`src/rtl/simon_pkg.sv`:
```
// Shared definitions for the Simon Says pattern generator: LFSR taps by width,
// sequencer states and the default game sizing used by the game controller.
package simon_pkg;

  localparam int COLOURS_DEF = 4;
  localparam int MAX_LEN_DEF = 32;

  typedef enum logic [1:0] {
    IDLE = 2'd0,
    EMIT = 2'd1,
    DONE = 2'd2
  } state_e;

  // Maximal-length Galois taps, right-aligned in a 32-bit word.
  function automatic logic [31:0] taps_for(input int w);
    case (w)
      8:       return 32'h0000_00B8;
      16:      return 32'h0000_B400;
      default: return 32'h8020_0003;
    endcase
  endfunction

endpackage

```
`src/rtl/simon_lfsr.sv`:
```
// Width-parametrised Galois LFSR with synchronous load and step; exposes only
// the low OUT_W bits that the sequencer turns into a colour index.
module simon_lfsr
  import simon_pkg::*;
#(
  parameter int W     = 32,
  parameter int OUT_W = 2
) (
  input  logic             clk,
  input  logic             rst,
  input  logic             load_i,
  input  logic [W-1:0]     load_val_i,
  input  logic             step_i,
  output logic [OUT_W-1:0] low_o
);

  localparam logic [31:0]  TAPS32 = taps_for(W);
  localparam logic [W-1:0] TAPS   = TAPS32[W-1:0];

  logic [W-1:0] lfsr_q, lfsr_d;

  always_comb begin
    lfsr_d = lfsr_q;
    if (load_i) begin
      lfsr_d = load_val_i;
    end else if (step_i) begin
      lfsr_d = (lfsr_q >> 1) ^ (lfsr_q[0] ? TAPS : '0);
    end
  end

  always_ff @(posedge clk or posedge rst) begin
    if (rst) begin
      lfsr_q <= '0;
    end else begin
      lfsr_q <= lfsr_d;
    end
  end

  assign low_o = lfsr_q[OUT_W-1:0];

endmodule

```
`src/rtl/simon_seq_gen.sv`:
```
// Simon Says colour sequence generator: free-running counter captured as seed,
// replayable LFSR pass emitted one colour per valid/ready handshake.
module simon_seq_gen
  import simon_pkg::*;
#(
  parameter int SEED_W  = 32,
  parameter int COLOURS = COLOURS_DEF,
  parameter int MAX_LEN = MAX_LEN_DEF,
  localparam int COL_W  = $clog2(COLOURS),
  localparam int LEN_W  = $clog2(MAX_LEN + 1)
) (
  input  logic              clk,
  input  logic              reset,
  input  logic              capture,
  input  logic              replay,
  input  logic [LEN_W-1:0]  round_len,
  output logic              col_valid,
  input  logic              col_ready,
  output logic [COL_W-1:0]  colour,
  output logic [LEN_W-1:0]  step,
  output logic              col_last,
  output logic [SEED_W-1:0] seed,
  output logic              busy
);

  function automatic logic [LEN_W-1:0] clamp_len(input logic [LEN_W-1:0] r);
    if (r == '0) begin
      return LEN_W'(1);
    end else if (int'(r) > MAX_LEN) begin
      return LEN_W'(MAX_LEN);
    end else begin
      return r;
    end
  endfunction

  state_e              state_q, state_d;
  logic [SEED_W-1:0]   cnt_q, cnt_d;
  logic [SEED_W-1:0]   seed_q, seed_d;
  logic                seed_ok_q, seed_ok_d;
  logic [LEN_W-1:0]    step_q, step_d;
  logic [LEN_W-1:0]    len_q, len_d;
  logic                lfsr_load, lfsr_adv;
  logic [SEED_W-1:0]   lfsr_val;
  logic [SEED_W-1:0]   new_seed;
  logic                at_last;

  // An all-zero seed would lock the LFSR, so a zero count seeds with 1.
  assign new_seed = (cnt_q == '0) ? SEED_W'(1) : cnt_q;
  assign at_last  = (step_q == len_q - LEN_W'(1));

  always_comb begin
    cnt_d     = cnt_q + SEED_W'(1);
    seed_d    = seed_q;
    seed_ok_d = seed_ok_q;
    step_d    = step_q;
    len_d     = len_q;
    state_d   = state_q;
    lfsr_load = 1'b0;
    lfsr_adv  = 1'b0;
    lfsr_val  = seed_q;
    // A start event in any state restarts the pass; a handshake in that cycle is dropped.
    if (capture) begin
      seed_d    = new_seed;
      seed_ok_d = 1'b1;
      lfsr_val  = new_seed;
      lfsr_load = 1'b1;
      step_d    = '0;
      len_d     = clamp_len(round_len);
      state_d   = EMIT;
    end else if (replay && seed_ok_q) begin
      lfsr_load = 1'b1;
      step_d    = '0;
      len_d     = clamp_len(round_len);
      state_d   = EMIT;
    end else if (state_q == EMIT && col_ready) begin
      if (at_last) begin
        state_d = DONE;
      end else begin
        lfsr_adv = 1'b1;
        step_d   = step_q + LEN_W'(1);
      end
    end
  end

  always_ff @(posedge clk or posedge reset) begin
    if (reset) begin
      cnt_q     <= '0;
      seed_q    <= '0;
      seed_ok_q <= 1'b0;
      step_q    <= '0;
      len_q     <= '0;
      state_q   <= IDLE;
    end else begin
      cnt_q     <= cnt_d;
      seed_q    <= seed_d;
      seed_ok_q <= seed_ok_d;
      step_q    <= step_d;
      len_q     <= len_d;
      state_q   <= state_d;
    end
  end

  simon_lfsr #(
    .W     (SEED_W),
    .OUT_W (COL_W)
  ) u_lfsr (
    .clk        (clk),
    .rst        (reset),
    .load_i     (lfsr_load),
    .load_val_i (lfsr_val),
    .step_i     (lfsr_adv),
    .low_o      (colour)
  );

  assign col_valid = (state_q == EMIT);
  assign busy      = (state_q == EMIT);
  assign col_last  = (state_q == EMIT) && at_last;
  assign step      = step_q;
  assign seed      = seed_q;

endmodule
```
`config.mk`:
```
export PLATFORM = sky130hd
export DESIGN_NAME = simon_seq_gen
export DESIGN_NICKNAME = d
export VERILOG_FILES = /design/src/rtl/simon_pkg.sv /design/src/rtl/simon_lfsr.sv /design/src/rtl/simon_seq_gen.sv
export SDC_FILE = /design/constraint.sdc
export NUM_CORES = 1
export LEC_CHECK = 0
export CAP_MARGIN = 20
export CORE_MARGIN = 3
export CORE_UTILIZATION = 35
export CTS_CLUSTER_SIZE = 12
export DETAILED_ROUTE_END_ITERATION = 8
export GPL_TIMING_DRIVEN = 0
export PLACE_DENSITY = 0.56
export SKIP_LAST_GASP = 1
export SLEW_MARGIN = 20
export SYNTH_ARGS = -nofsm -noshare
export SYNTH_HDL_FRONTEND = slang
export SYNTH_SLANG_ARGS = --single-unit
```
`constraint.sdc`:
```
create_clock -name clk -period 5.1 [get_ports clk]
set_input_delay 1.02 -clock clk [delete_from_list [all_inputs] [get_ports clk]]
set_output_delay 1.02 -clock clk [all_outputs]
set_load 0.02 [all_outputs]
```
==> flow_metrics.tcl <==
set metrics [dict create \
    fin_skew_ns 0.01194 \
    diodes 0 \
    slew_headroom 0.4767 \
    path_clk_slew_ns 0.08 \
    clock.fmax_ghz 0.2642 \
    port-buffer-count 52 \
    num_rows 42 \
    ant_nets 0 \
    layout-drive-gt1-share 0.1181 \
    core_sq_mm 0.01356 \
    synthXorXnorAreaFrac 0.06870 \
    cap_viol_max_count 0 \
    combPwrFrac 0.088 \
    pwr-share-seq 0.525 \
    synth_commonest_cells "111 x dfrtp_1, 45 x nor2_1, 34 x mux2i_1, 34 x nand2_1, 33 x a21oi_1" \
    synth_ff_type "dfrtp_1" \
    swShare 0.2428 \
    dieArea_sq_mm 0.01567 \
    ir_drop_mv 0.1410 \
    gp_congestion 0.7497 \
    worst_pin_slew_ns 0.7850 \
    arrival_ns 2.76 \
    setup_tns_ns 0 \
    period_minus_slack_ns 3.785 \
    wl_per_cell_um 15.81 \
    status "completed" \
    synth_nets 454 \
    yosysTopAreaCell "dfrtp_1" \
    start_util 0.3667 \
    path_class "reg2out" \
    num_vias 3398 \
    grt_pass1_wl_um 18610 \
    synthAdderAreaFrac 0.01007 \
    dpl.hpwl_um 7654 \
    setup_viol 0 \
    drc 0 \
    grt_usage 0.1456 \
    synth-compound-area-share 0.05762 \
    synth.area.top_cells "dfrtp_1 56%, mux2i_1 6.8%, mux2_2 6.8%" \
    first_pass_iters 4 \
    numCtsBuffers 9 \
    synthCells 439 \
    drtIter0Drc 178 \
    synth_mux_area_frac 0.1364 \
    insertion_delay_ns 0.35 \
    p_switching_mw 0.4257 \
    synth.distinct_cells 40 \
    nets 518 \
    min_path_type "reg2reg" \
    grt_max_degree 62 \
    synthArstFlopShare 1.000 \
    synth_most_common_cell "dfrtp_1" \
    startpoint_type "register" \
    crit_start "len_q[0]" \
    clock_sinks 111 \
    gr-total-overflow 0 \
    finalPower_mw 1.753 \
    ys.warnings.count 0 \
    ys_seq_area_frac 0.5586 \
    final-hold-violation-count 0 \
    yosys.area.top_type_share 0.5586 \
    fp.dieW_um 125.2 \
    report.final.slew_viol_count 0 \
    grt_pass1_vias 3602 \
    synth-seq-cells 111 \
    grt_antenna_before_repair 0 \
    io_pins 54 \
    rr_startpoint "len_q[0]" \
    hp-start "len_q[5]" \
    yosys.area_share.simple 0.1407 \
    drt_wl_total_um 10820 \
    postCtsSetupRepairBufs 0 \
    viasPerCell 4.968 \
    area_growth_pct 21.31 \
    fin_crit_sh 0.7421 \
    worstPathRequired_ns 4.08 \
    synth_edf_count 0 \
    cts_resized 0 \
    cts_buffer_depth 2 \
    syn_avg_cell_area_sq_um 11.33 \
    htreeDepth 3 \
    p_per_area_mw_per_mm2 290.6 \
    critPathMaxFanout 4 \
    internal_power_mw 1.327 \
    p_clk_frac 0.387 \
    root_buffer "clkbuf_16" \
    postCtsHoldBufs 0 \
    synth_top_family_by_area "simple AND/OR/NAND/NOR gates" \
    crit_path_end_kind "output pin" \
    cts_tree "done" \
    rsz0062_at_grt "no" \
    die_y_um 125.2 \
    p_leak_nw 2.797 \
    synth_area_sq_mm 0.004972 \
]
## placed cells by master, fill, tap and decap left out, types with 6 or more instances in the layout
master           count
a21oi_1             33
and3_1               8
buf_4                6
clkbuf_1            14
clkbuf_16            9
clkdlybuf4s50_1     52
dfrtp_1            111
inv_1                8
mux2_2              30
mux2i_1             34
nand2_1             34
nand2b_1             6
nand3_1             11
nand4_1              8
nor2_1              45
nor4_1               7
o21ai_0              8
xnor2_1             23
xor2_1              16
## power groups by stage
stage          Clock, mW  Combinational [mW]  Sequential, mW
2_1_floorplan          0               0.104           0.935
3_3_place_gp           0               0.149           0.937
3_5_place_dp           0               0.157           0.938
4_1_cts            0.696               0.157           0.920
5_1_grt            0.732               0.172           0.924
6_report           0.679               0.154           0.921
## through the flow
step	util	instances	area, sq um	hold WS (ns)	setup WS, ns
floorplan	-	439	4972	0.4578	1.149
global placement	0.4214	667	5713	0.4793	-0.5421
detailed placement	0.4238	668	5746	0.4839	1.623
CTS	0.4449	684	6032	0.5010	1.276
global route	0.4449	684	6032	0.5263	1.158
finish	0.4449	684	6032	0.4997	1.315
## final timing paths
check	end	slack, ns	depth (start not counted)
worst max-delay path	col_last	1.32	6
worst min-delay path	len_q[5]	0.50	2
worst max register to register	u_lfsr.lfsr_q[4]	2.68	7
worst min register to register	len_q[5]	0.50	2
max in group asynchronous	seed[27]	3.35	3
min in group asynchronous	seed[8]	1.08	2
## layout make-up
| cell class | count | area (sq um) |
|---|---|---|
| Clock inverter | 4 | 30.03 |
| Multi-Input combinational cell | 299 | 2056 |
| Fill cell | 1299 | 7526 |
| Clock buffer | 12 | 256.5 |
| Buffer | 20 | 105.1 |
| Inverter | 9 | 38.79 |
| Timing Repair Buffer | 53 | 548.0 |
| Tap cell | 176 | 220.2 |
| Sequential cell | 111 | 2778 |
## layer usage
| metal | track usage | part of all wire |
|---|---|---|
| met1 | 0.2104 | 0.50 |
| met2 | 0.2170 | 0.44 |
| met3 | 0.02900 | 0.034 |
| met4 | 0.05485 | 0.019 |
| met5 | 0 | 0 |
## logic make-up (layout without fill, tap and decap cells)
family,Yosys count,in the layout
XOR/XNOR,39,39
AND/OR/NAND/NOR,141,141
AO/OA/AOI/OAI,51,51
adder cells (fa/ha/maj),4,4
multiplexers,64,64
buffers and inverters,29,98
flip-flops,111,111
## sequential cells by signal, indices dropped and copies added (netlist names)
signal	cells
cnt_q	32
seed	32
u_lfsr.lfsr_q	32
len_q	6
step	6
state_q	2
seed_ok_q	1
## worst max-delay path, cell delays in order (launching register included)
cell and delay (ns):
dfrtp_1 0.43, or4_1 0.53, o21ai_0 0.15, nor4bb_2 0.40, nand2_1 0.12, nor3_1 0.15
clkdlybuf4s50_1 0.64
No activity file was read; power rests on OpenSTA's default activity.
